[config.mk]
export PLATFORM = sky130hd
export DESIGN_NAME = sized_data_memory
export DESIGN_NICKNAME = d
export VERILOG_FILES = /design/src/rtl/dmem_pkg.sv /design/src/rtl/dmem_lane_align.sv /design/src/rtl/sized_data_memory.sv
export SDC_FILE = /design/constraint.sdc
export NUM_CORES = 2
export LEC_CHECK = 0
export ABC_CLOCK_PERIOD_IN_PS = 3500
export CAP_MARGIN = 10
export CORE_AREA = 2 2 307 430
export CTS_CLUSTER_DIAMETER = 50
export DETAILED_ROUTE_END_ITERATION = 6
export DIE_AREA = 0 0 309 432
export DONT_BUFFER_PORTS = 1
export GPL_TIMING_DRIVEN = 0
export PLACE_DENSITY = 0.78
export SLEW_MARGIN = 30
export SYNTH_ARGS = -nofsm -noshare
export SYNTH_HDL_FRONTEND = slang
export SYNTH_SLANG_ARGS = --single-unit
[constraint.sdc]
create_clock -name clk -period 3.5 [get_ports clk]
set_input_delay 0.35 -clock clk [delete_from_list [all_inputs] [get_ports clk]]
set_output_delay 0.35 -clock clk [all_outputs]
set_load 0.02 [all_outputs]
[src/rtl/dmem_pkg.sv]
// Shared types and helpers for the sized data memory: access-size encodings,
// controller states, the latched-request record and the access check.
package dmem_pkg;

  typedef enum logic [1:0] {
    SIZE_B   = 2'd0,
    SIZE_H   = 2'd1,
    SIZE_W   = 2'd2,
    SIZE_RSV = 2'd3
  } size_e;

  typedef enum logic [1:0] {
    IDLE = 2'd0,
    WAIT = 2'd1,
    RESP = 2'd2
  } state_e;

  // Everything the response phase needs to know about the accepted request.
  typedef struct packed {
    logic       write;
    size_e      size;
    logic       unsgn;
    logic [1:0] lane;
    logic       err;
  } req_t;

  // Flags reserved sizes, misaligned halfwords/words and addresses beyond
  // the end of a memory of 'depth' 32-bit words.
  function automatic logic access_error(input size_e size,
                                        input logic [31:0] addr,
                                        input int depth);
    logic [31:0] limit;
    limit = 32'(depth) << 2;
    return (size == SIZE_RSV) ||
           ((size == SIZE_H) && addr[0]) ||
           ((size == SIZE_W) && (addr[1:0] != 2'b00)) ||
           (addr >= limit);
  endfunction

endpackage

[src/rtl/dmem_lane_align.sv]
// Byte-lane steering between the 32-bit memory word and right-aligned
// core data. Store side builds the lane mask and replicated write word;
// load side picks the addressed lane(s) and sign/zero extends.
module dmem_lane_align
  import dmem_pkg::*;
(
  input  size_e       st_size,
  input  logic [1:0]  st_lane,
  input  logic [31:0] st_wdata,
  output logic [3:0]  st_be,
  output logic [31:0] st_word,
  input  size_e       ld_size,
  input  logic [1:0]  ld_lane,
  input  logic        ld_unsigned,
  input  logic [31:0] ld_word,
  output logic [31:0] ld_data
);

  logic [7:0]  rd_byte [4];
  logic [7:0]  sel_byte;
  logic [15:0] sel_half;

  genvar gi;
  generate
    for (gi = 0; gi < 4; gi++) begin : g_byte
      assign rd_byte[gi] = ld_word[gi*8 +: 8];
    end
  endgenerate

  // Store path: replicate the data across the word so any lane can take it,
  // and enable only the lanes the access covers.
  always_comb begin
    st_be   = 4'b0000;
    st_word = 32'd0;
    case (st_size)
      SIZE_B: begin
        st_be   = 4'b0001 << st_lane;
        st_word = {4{st_wdata[7:0]}};
      end
      SIZE_H: begin
        st_be   = st_lane[1] ? 4'b1100 : 4'b0011;
        st_word = {2{st_wdata[15:0]}};
      end
      SIZE_W: begin
        st_be   = 4'b1111;
        st_word = st_wdata;
      end
      default: begin
        st_be   = 4'b0000;
        st_word = 32'd0;
      end
    endcase
  end

  // Load path: select the addressed byte/half, then extend to 32 bits.
  always_comb begin
    sel_byte = rd_byte[ld_lane];
    sel_half = ld_lane[1] ? ld_word[31:16] : ld_word[15:0];
    ld_data  = 32'd0;
    case (ld_size)
      SIZE_B:  ld_data = {{24{~ld_unsigned & sel_byte[7]}}, sel_byte};
      SIZE_H:  ld_data = {{16{~ld_unsigned & sel_half[15]}}, sel_half};
      SIZE_W:  ld_data = ld_word;
      default: ld_data = 32'd0;
    endcase
  end

endmodule

[src/rtl/sized_data_memory.sv]
// Single-port byte/half/word data memory with a one-outstanding-request
// valid/ready handshake and a fixed, parameterised response latency.
// Stores commit and loads read on the accept edge; the response is then
// delayed by the latency counter and held until the consumer takes it.
module sized_data_memory
  import dmem_pkg::*;
#(
  parameter int DEPTH_WORDS = 64,
  parameter int LATENCY     = 1
) (
  input  logic        clk,
  input  logic        rst_n,
  input  logic        req_valid,
  output logic        req_ready,
  input  logic        req_write,
  input  logic [1:0]  req_size,
  input  logic        req_unsigned,
  input  logic [31:0] req_addr,
  input  logic [31:0] req_wdata,
  output logic        resp_valid,
  input  logic        resp_ready,
  output logic [31:0] resp_rdata,
  output logic        resp_error
);

  localparam int         IDX_W    = $clog2(DEPTH_WORDS);
  localparam logic [1:0] CNT_LOAD = 2'(LATENCY - 1);

  state_e      state_q, state_d;
  logic [1:0]  cnt_q, cnt_d;
  req_t        req_q, req_d;

  logic [31:0] mem [DEPTH_WORDS];
  logic [31:0] rd_word_q;

  logic             accept;
  logic             acc_err;
  logic             wr_en;
  logic             rd_en;
  logic [IDX_W-1:0] idx;
  logic [3:0]       st_be;
  logic [31:0]      st_word;
  logic [31:0]      ld_data;

  assign accept  = (state_q == IDLE) && req_valid;
  assign acc_err = access_error(size_e'(req_size), req_addr, DEPTH_WORDS);
  assign idx     = req_addr[IDX_W+1:2];
  assign wr_en   = accept && req_write && !acc_err;
  assign rd_en   = accept && !req_write && !acc_err;

  dmem_lane_align u_align (
    .st_size     (size_e'(req_size)),
    .st_lane     (req_addr[1:0]),
    .st_wdata    (req_wdata),
    .st_be       (st_be),
    .st_word     (st_word),
    .ld_size     (req_q.size),
    .ld_lane     (req_q.lane),
    .ld_unsigned (req_q.unsgn),
    .ld_word     (rd_word_q),
    .ld_data     (ld_data)
  );

  // Memory array: lane-masked write and registered read, both on accept.
  // No reset here so the array maps onto block RAM and keeps its contents.
  always_ff @(posedge clk) begin
    if (wr_en) begin
      for (int b = 0; b < 4; b++) begin
        if (st_be[b]) begin
          mem[idx][b*8 +: 8] <= st_word[b*8 +: 8];
        end
      end
    end
    if (rd_en) begin
      rd_word_q <= mem[idx];
    end
  end

  // Next-state logic. The counter holds the edges still to wait; WAIT is
  // left on the edge that brings it to zero so resp_valid is seen at the
  // LATENCY-th edge after accept.
  always_comb begin
    state_d = state_q;
    cnt_d   = cnt_q;
    req_d   = req_q;
    case (state_q)
      IDLE: begin
        if (req_valid) begin
          req_d.write = req_write;
          req_d.size  = size_e'(req_size);
          req_d.unsgn = req_unsigned;
          req_d.lane  = req_addr[1:0];
          req_d.err   = acc_err;
          cnt_d       = CNT_LOAD;
          state_d     = (LATENCY == 1) ? RESP : WAIT;
        end
      end
      WAIT: begin
        cnt_d = cnt_q - 2'd1;
        if (cnt_q <= 2'd1) begin
          state_d = RESP;
        end
      end
      RESP: begin
        if (resp_ready) begin
          state_d = IDLE;
        end
      end
      default: begin
        state_d = IDLE;
      end
    endcase
  end

  // Control registers; reset abandons any request in flight.
  always_ff @(posedge clk or negedge rst_n) begin
    if (!rst_n) begin
      state_q <= IDLE;
      cnt_q   <= 2'd0;
      req_q   <= '0;
    end else begin
      state_q <= state_d;
      cnt_q   <= cnt_d;
      req_q   <= req_d;
    end
  end

  // Responses only carry data for good loads; stores and errors return 0.
  assign req_ready  = (state_q == IDLE);
  assign resp_valid = (state_q == RESP);
  assign resp_error = (state_q == RESP) && req_q.err;
  assign resp_rdata = ((state_q == RESP) && !req_q.write && !req_q.err) ? ld_data : 32'd0;

endmodule

Yosys cells after proc, flatten, opt, wreduce, memory -nomap -nowiden
Memory sizes are Yosys's and may differ from the RTL's. A register that Yosys moved wholly into a read port is not among the register bits.
Index checks and enable logic that the tools add are counted.
{"block": "word_totals", "regBits": 11, "ram_bits": 2048, "in_bits": 72, "out_inout_bits": 35, "wordCells": 79, "n_memories": 1}
{"block": "op_classes", "addsub": 1, "magnitude_cmp": 3, "n_eq_ne": 10, "n_shift": 1, "muxes": 27, "bitwise_logic": 4, "reduce_logical": 25}
{"memory": "mem", "words": 64, "word_bits": 32, "rd": 1, "rd_ports_with_merged_regs": 1, "wr": 1, "line": "sized_data_memory.sv:33", "text": "logic [31:0] mem [DEPTH_WORDS];"}
{"cell": "$pmux W32 S3", "count": 2}
{"cell": "$ge A32 B9 Y1 const B", "count": 1}
{"cell": "$mux W32", "count": 1}
{"cell": "$bmux W8 S2", "count": 1}
{"cell": "$mux W16", "count": 1}
{"cell": "$mux W8", "count": 2}
{"cell": "$mux W1", "count": 12}
{"cell": "$pmux W4 S3", "count": 1}
{"cell": "$logic_and A1 B1 Y1", "count": 10}
{"cell": "$eq A2 B2 Y1 const B", "count": 4}
{"cell": "$mux W2", "count": 4}
{"cell": "$eq A2 B1 Y1 const B", "count": 3}
{"cell": "$logic_not A2 Y1", "count": 3}
{"cell": "$pmux W2 S3", "count": 1}
{"cell": "$logic_not A1 Y1", "count": 4}
{"cell": "$mux W4", "count": 1}
{"cell": "$ne A2 B2 Y1 const B", "count": 2}
{"cell": "$pmux W2 S2", "count": 1}
{"cell": "$reduce_and A2 Y1", "count": 2}
{"cell": "$reduce_bool A2 Y1", "count": 2}
{"cell": "$shl A1 B2 Y4 const A", "count": 1}
{"cell": "$ge A3 B3 Y1 const B", "count": 1}
{"cell": "$logic_or A1 B1 Y1", "count": 3}
{"cell": "$not A2 Y3", "count": 1}
{"cell": "other kinds (6)", "count": 7}

Logic depth before layout (Yosys ltp)
{"block": "logic_depth", "word_depth": 9, "mapped_depth": 10, "depth_no_buf": 5}

Cells and area by module
A second synthesis with hierarchy kept.
{"block": "hier_totals", "hier_cells": 4702, "area_unflattened_um2": 82038.7}
{"module": "sized_data_memory", "n_inst": 1, "cells_each": 4527, "area_per_inst_um2": 80940.1, "seq_area_each_um2": 62660.1}
{"module": "dmem_lane_align", "n_inst": 1, "cells_each": 175, "area_per_inst_um2": 1098.6, "seq_area_each_um2": 0.0}

Least setup slack after synthesis
No wires, ideal clock.
{"block": "synth_path", "path_type": "input to register", "start": "input req_size[0]", "end": "memory mem[0][28], data pin", "setup_time_ns": 0.702, "arrival_time_ns": 3.702, "required_ns": 2.798, "path_slack_ns": -0.904, "path_stages": 4, "path_buffers": 2, "cell_sequence": "buf_1 clkbuf_1 mux2i_1 o21ai_0"}
{"block": "synth_between", "elab_chain_cells": 2, "elab_cells_between_ends": 4, "cone_classes": "2 x eq/ne; 1 x mux; 1 x reduce/logical"}
{"item": "from (decl)", "line": "sized_data_memory.sv:16", "text": "input logic [1:0] req_size,"}
{"item": "$eq A2 B2 Y1, or another cell as far along", "line": "dmem_lane_align.sv:35", "text": "case (st_size)"}
{"item": "$pmux W32 S3 (*)", "line": "dmem_lane_align.sv:35"}
{"item": "net st_word[28]", "line": "sized_data_memory.sv:42", "text": "logic [31:0] st_word;"}
{"item": "to (decl)", "line": "sized_data_memory.sv:33"}
The timed path passes the listed nets; every way through them passes the cells marked *.

Worst setup path after layout
{"block": "layout_path", "start": "input req_addr[2]", "end": "memory mem[10][6] (enable)"}
{"block": "layout_between", "elab_chain_cells": 6}
{"item": "from (decl)", "line": "sized_data_memory.sv:18", "text": "input logic [31:0] req_addr,"}
{"item": "$ge A32 B9 Y1", "line": "dmem_pkg.sv:37", "text": "(addr >= limit);"}
{"item": "$logic_or A1 B1 Y1", "line": "dmem_pkg.sv:36", "text": "((size == SIZE_W) && (addr[1:0] != 2'b00)) ||"}
{"item": "$logic_not A1 Y1", "line": "sized_data_memory.sv:48", "text": "assign wr_en = accept && req_write && !acc_err;"}
{"item": "$logic_and A1 B1 Y1", "line": "sized_data_memory.sv:48"}
{"item": "$mux W1", "line": "sized_data_memory.sv:67", "text": "if (wr_en) begin"}
{"item": "$mux W1 (implied by the code)", "line": "sized_data_memory.sv:70", "text": "mem[idx][b*8 +: 8] <= st_word[b*8 +: 8];"}
Parallel ways exist; a longest one is shown, timed or not.

==> impl_metrics.ini <==
[timing]
worst_pin_slew_ns = 1.265
drv_slew = 0
rsz0062_at_grt = true
worst_slack_ns = -0.5041
skew_ns = 0.02641
fmax_ghz = 0.2497
post-route-period-util = 1.144
hold_ws_ns = 0.02899
finalSetupViolCount = 1043
slew_headroom = 0.1565
final_hold_viol_count = 0
layout_min_cycle_time_ns = 4.004

[run_status]
violations = DRC, setup timing
status = finished with violations

[cells_and_area]
nNetsFinal = 4675
area_growth_syn_to_layout_pct = 14.61
fillers = 7405
final_area_mm2 = 0.09289
layout-drive-gt1-share = 0.2244

[placement]
hpwl_mm = 179.2
port_buffers = 0
gp_congestion = 1.025
postPlaceCellArea_mm2 = 0.08532
dpl_worst_slack_ns = -1.255

[pwr]
p_clk_frac = 0.388
pwr-share-seq = 0.537
combPwrFrac = 0.075
power_leakage_nw = 29.29
p_switching_w = 0.01179
internal_power_w = 0.03990
ir_drop_uv = 570.3
total_power_w = 0.05168
swShare = 0.2280
power_density_mw_per_mm2 = 556.4

[routing]
wl_mm = 263.9
firstDrtPassIters = 7
drcViolationCount = 8
vias = 47654
routedWlPerCell_um = 40.55
drtAntennaViolNets = 0
routed_via_density = 7.321
drt-initial-drc-count = 8372

[setup_path]
worstSetupPathType = input port to flop
crit_path_max_incr_delay_ns = 0.97
worstSetupEndpointType = flop
crit_arrival_ns = 4.46
cp_cell_sequence = buf_4 > buf_6 > nor3b_1 > clkbuf_2 > clkbuf_1 > nand2_1 > nor2_1
r2r_cells = 8
slowest_stage = nor2_1
crit_path_max_fanout = 10
required_ns = 3.95
start_kind = input port

[logic_synthesis]
yosysWarnings = 0
synth_edf_count = 2080
synth.distinct_cells = 55
synthArstFlopShare = 0.003831
synth_ff_type = edfxtp_1
syn-num-nets = 4382
avgSynthCellArea_um2 = 18.80
yosys_register_bits = 2088
syn_inst = 4310
syn_area_mm2 = 0.08105
ys_seq_area_frac = 0.7731

[floorplan]
rows = 157
die_area_mm2 = 0.1335
die_w_um = 309
core_mm2 = 0.1300
start_util = 0.6232
die_y_um = 432
pin_count = 107

[grt]
busiest_layer = met2
grt_pass1_wl_mm = 362.8
use_met3 = 0.1794
grt_use_met1 = 0.4291
grt_antenna_before_repair = 25
grt_max_degree = 57
grt_pass1_vias = 47156
grt_usage = 0.4075
grtUsageMet2 = 0.6177
grt_overflow = 0

[hold_path]
hold_depth = 2
hp-class = input port to flop

[cts]
clockBufferDepth = 3
clkTransAtPathRegs_ns = 0.07
cts-root-buf = clkbuf_16
numClockSinks = 2088
htreeDepth = 4
insertion_delay_ns = 0.84
cts_tree = built
cts_buffers = 180

[job]
cap_violations = 0
kinds of logic (layout without fill, tap and decap cells):
| kind of cell | count (synthesis) | in the layout | synth area share |
|---|---|---|---|
| other cells | 0 | 9 | 0 |
| compound gates | 770 | 770 | 0.07335 |
| buf+inv | 312 | 753 | 0.01567 |
| xor+xnor | 1 | 1 | 0.0001081 |
| mux | 543 | 543 | 0.1062 |
| simple gates | 596 | 596 | 0.03148 |
| flops | 2088 | 2088 | 0.7731 |
metrics by stage:
step                cells  utilization  setup TNS (ns)
floorplan            4310            -         -212.56
global placement     6059       0.6401        -6205.74
detailed placement   6131       0.6561        -1467.12
CTS                  6491       0.7084               0
global route         6503       0.7142         -111.08
finish               6509       0.7143         -120.26
sequential cells by signal, summed over array words and instances (netlist names):
| signal | cells |
|---|---|
| mem | 2048 |
| rd_word_q | 32 |
| req_q | 7 |
| state_q | 1 |
cells in the final DEF (no fill, tap or decap), types with 63 or more instances in the layout:
cell type	Yosys	routed
mux4_2	251	251
nor2_4	0	96
mux2i_1	264	262
o22ai_1	71	63
nor2_1	364	144
clkbuf_2	0	69
clkbuf_1	197	158
nor2_2	0	124
nand2_1	117	115
clkbuf_16	0	184
a221oi_1	227	227
a22o_1	121	113
edfxtp_1	2080	2080
o21ai_0	73	65
power groups by stage:
stage               Clock (W)  Sequential, W  Combinational, W
CTS                    0.0199         0.0278           0.00354
global placement            0         0.0284           0.00301
finish                 0.0200         0.0278           0.00388
global route           0.0208         0.0277           0.00390
floorplan                   0         0.0283           0.00172
detailed placement          0         0.0283           0.00348
synth_stat cells, drive strengths merged, types with 2 or more instances:
master | n | area (um^2)
edfxtp | 2080 | 62460
nor2 | 364 | 1366
mux2i | 264 | 2643
mux4 | 251 | 5653
a221oi | 227 | 1988
clkbuf | 197 | 739.5
a22o | 121 | 1060
nand2 | 117 | 439.2
buf | 101 | 478.0
o21ai | 73 | 365.4
o22ai | 71 | 444.2
a21oi | 63 | 315.3
o22a | 60 | 525.5
a22oi | 53 | 397.9
o31ai | 53 | 397.9
nand4 | 32 | 200.2
mux2 | 28 | 315.3
a221o | 16 | 160.2
nand3 | 15 | 75.07
nor2b | 14 | 87.58
inv | 13 | 48.80
nand2b | 13 | 81.33
a31oi | 10 | 62.56
dfrtp | 8 | 200.2
nand3b | 7 | 52.55
a211oi | 6 | 45.04
nor3b | 6 | 50.05
nor4 | 6 | 37.54
and2 | 4 | 25.02
and3 | 4 | 25.02
and3b | 3 | 26.28
nor3 | 3 | 20.02
o2111ai | 3 | 45.04
o221ai | 3 | 26.28
or3b | 3 | 26.28
a2111oi | 2 | 36.29
a32oi | 2 | 17.52
o211ai | 2 | 15.01
or4 | 2 | 15.01
layout make-up:
cell class,count,area [um^2],share of cell area
antenna,9,22.52,0.0002425
buffer,293,1404,0.01511
clock buffer,224,4755,0.05119
clock inverter,106,1071,0.01153
inverter,14,52.55,0.0005657
multi-input combinational,1910,18650,0.2007
sequential,2088,62660,0.6746
tap,1749,2188,0.02356
timing repair buffer,116,2087,0.02247
worst paths after layout:
check / startpoint / end / slack, ns
max: req_addr[2] / mem[10][6] / -0.50
min: req_wdata[0] / mem[29][0] / 0.03
max reg2reg: state_q[1] / mem[10][6] / -0.32
min reg2reg: req_q[6] / req_q[6] / 0.55
max in group asynchronous: rst_n / req_q[2] / 2.73
min in group asynchronous: rst_n / req_q[5] / 0.44
critical path, delay by kind of cell:
family / cells / cell delay, ns
simple gates: 3 / 2.10
buf+inv: 4 / 1.94
routing by layer:
metal	vias to the layer above	routed length [um]
li1	18441	-
met1	23700	75390
met2	4125	121300
met3	1364	36230
met4	24	30740
met5	-	333
timing repair:
action	CTS	global route
cloned	0	0
setup buffers	2	8
pin swaps	1	12
endpoints found under the hold margin	213	0
hold buffers	29	0
gates resized for setup	210	201
endpoints found under the setup margin	2014	1755
Power figures use the tool's default switching activity.
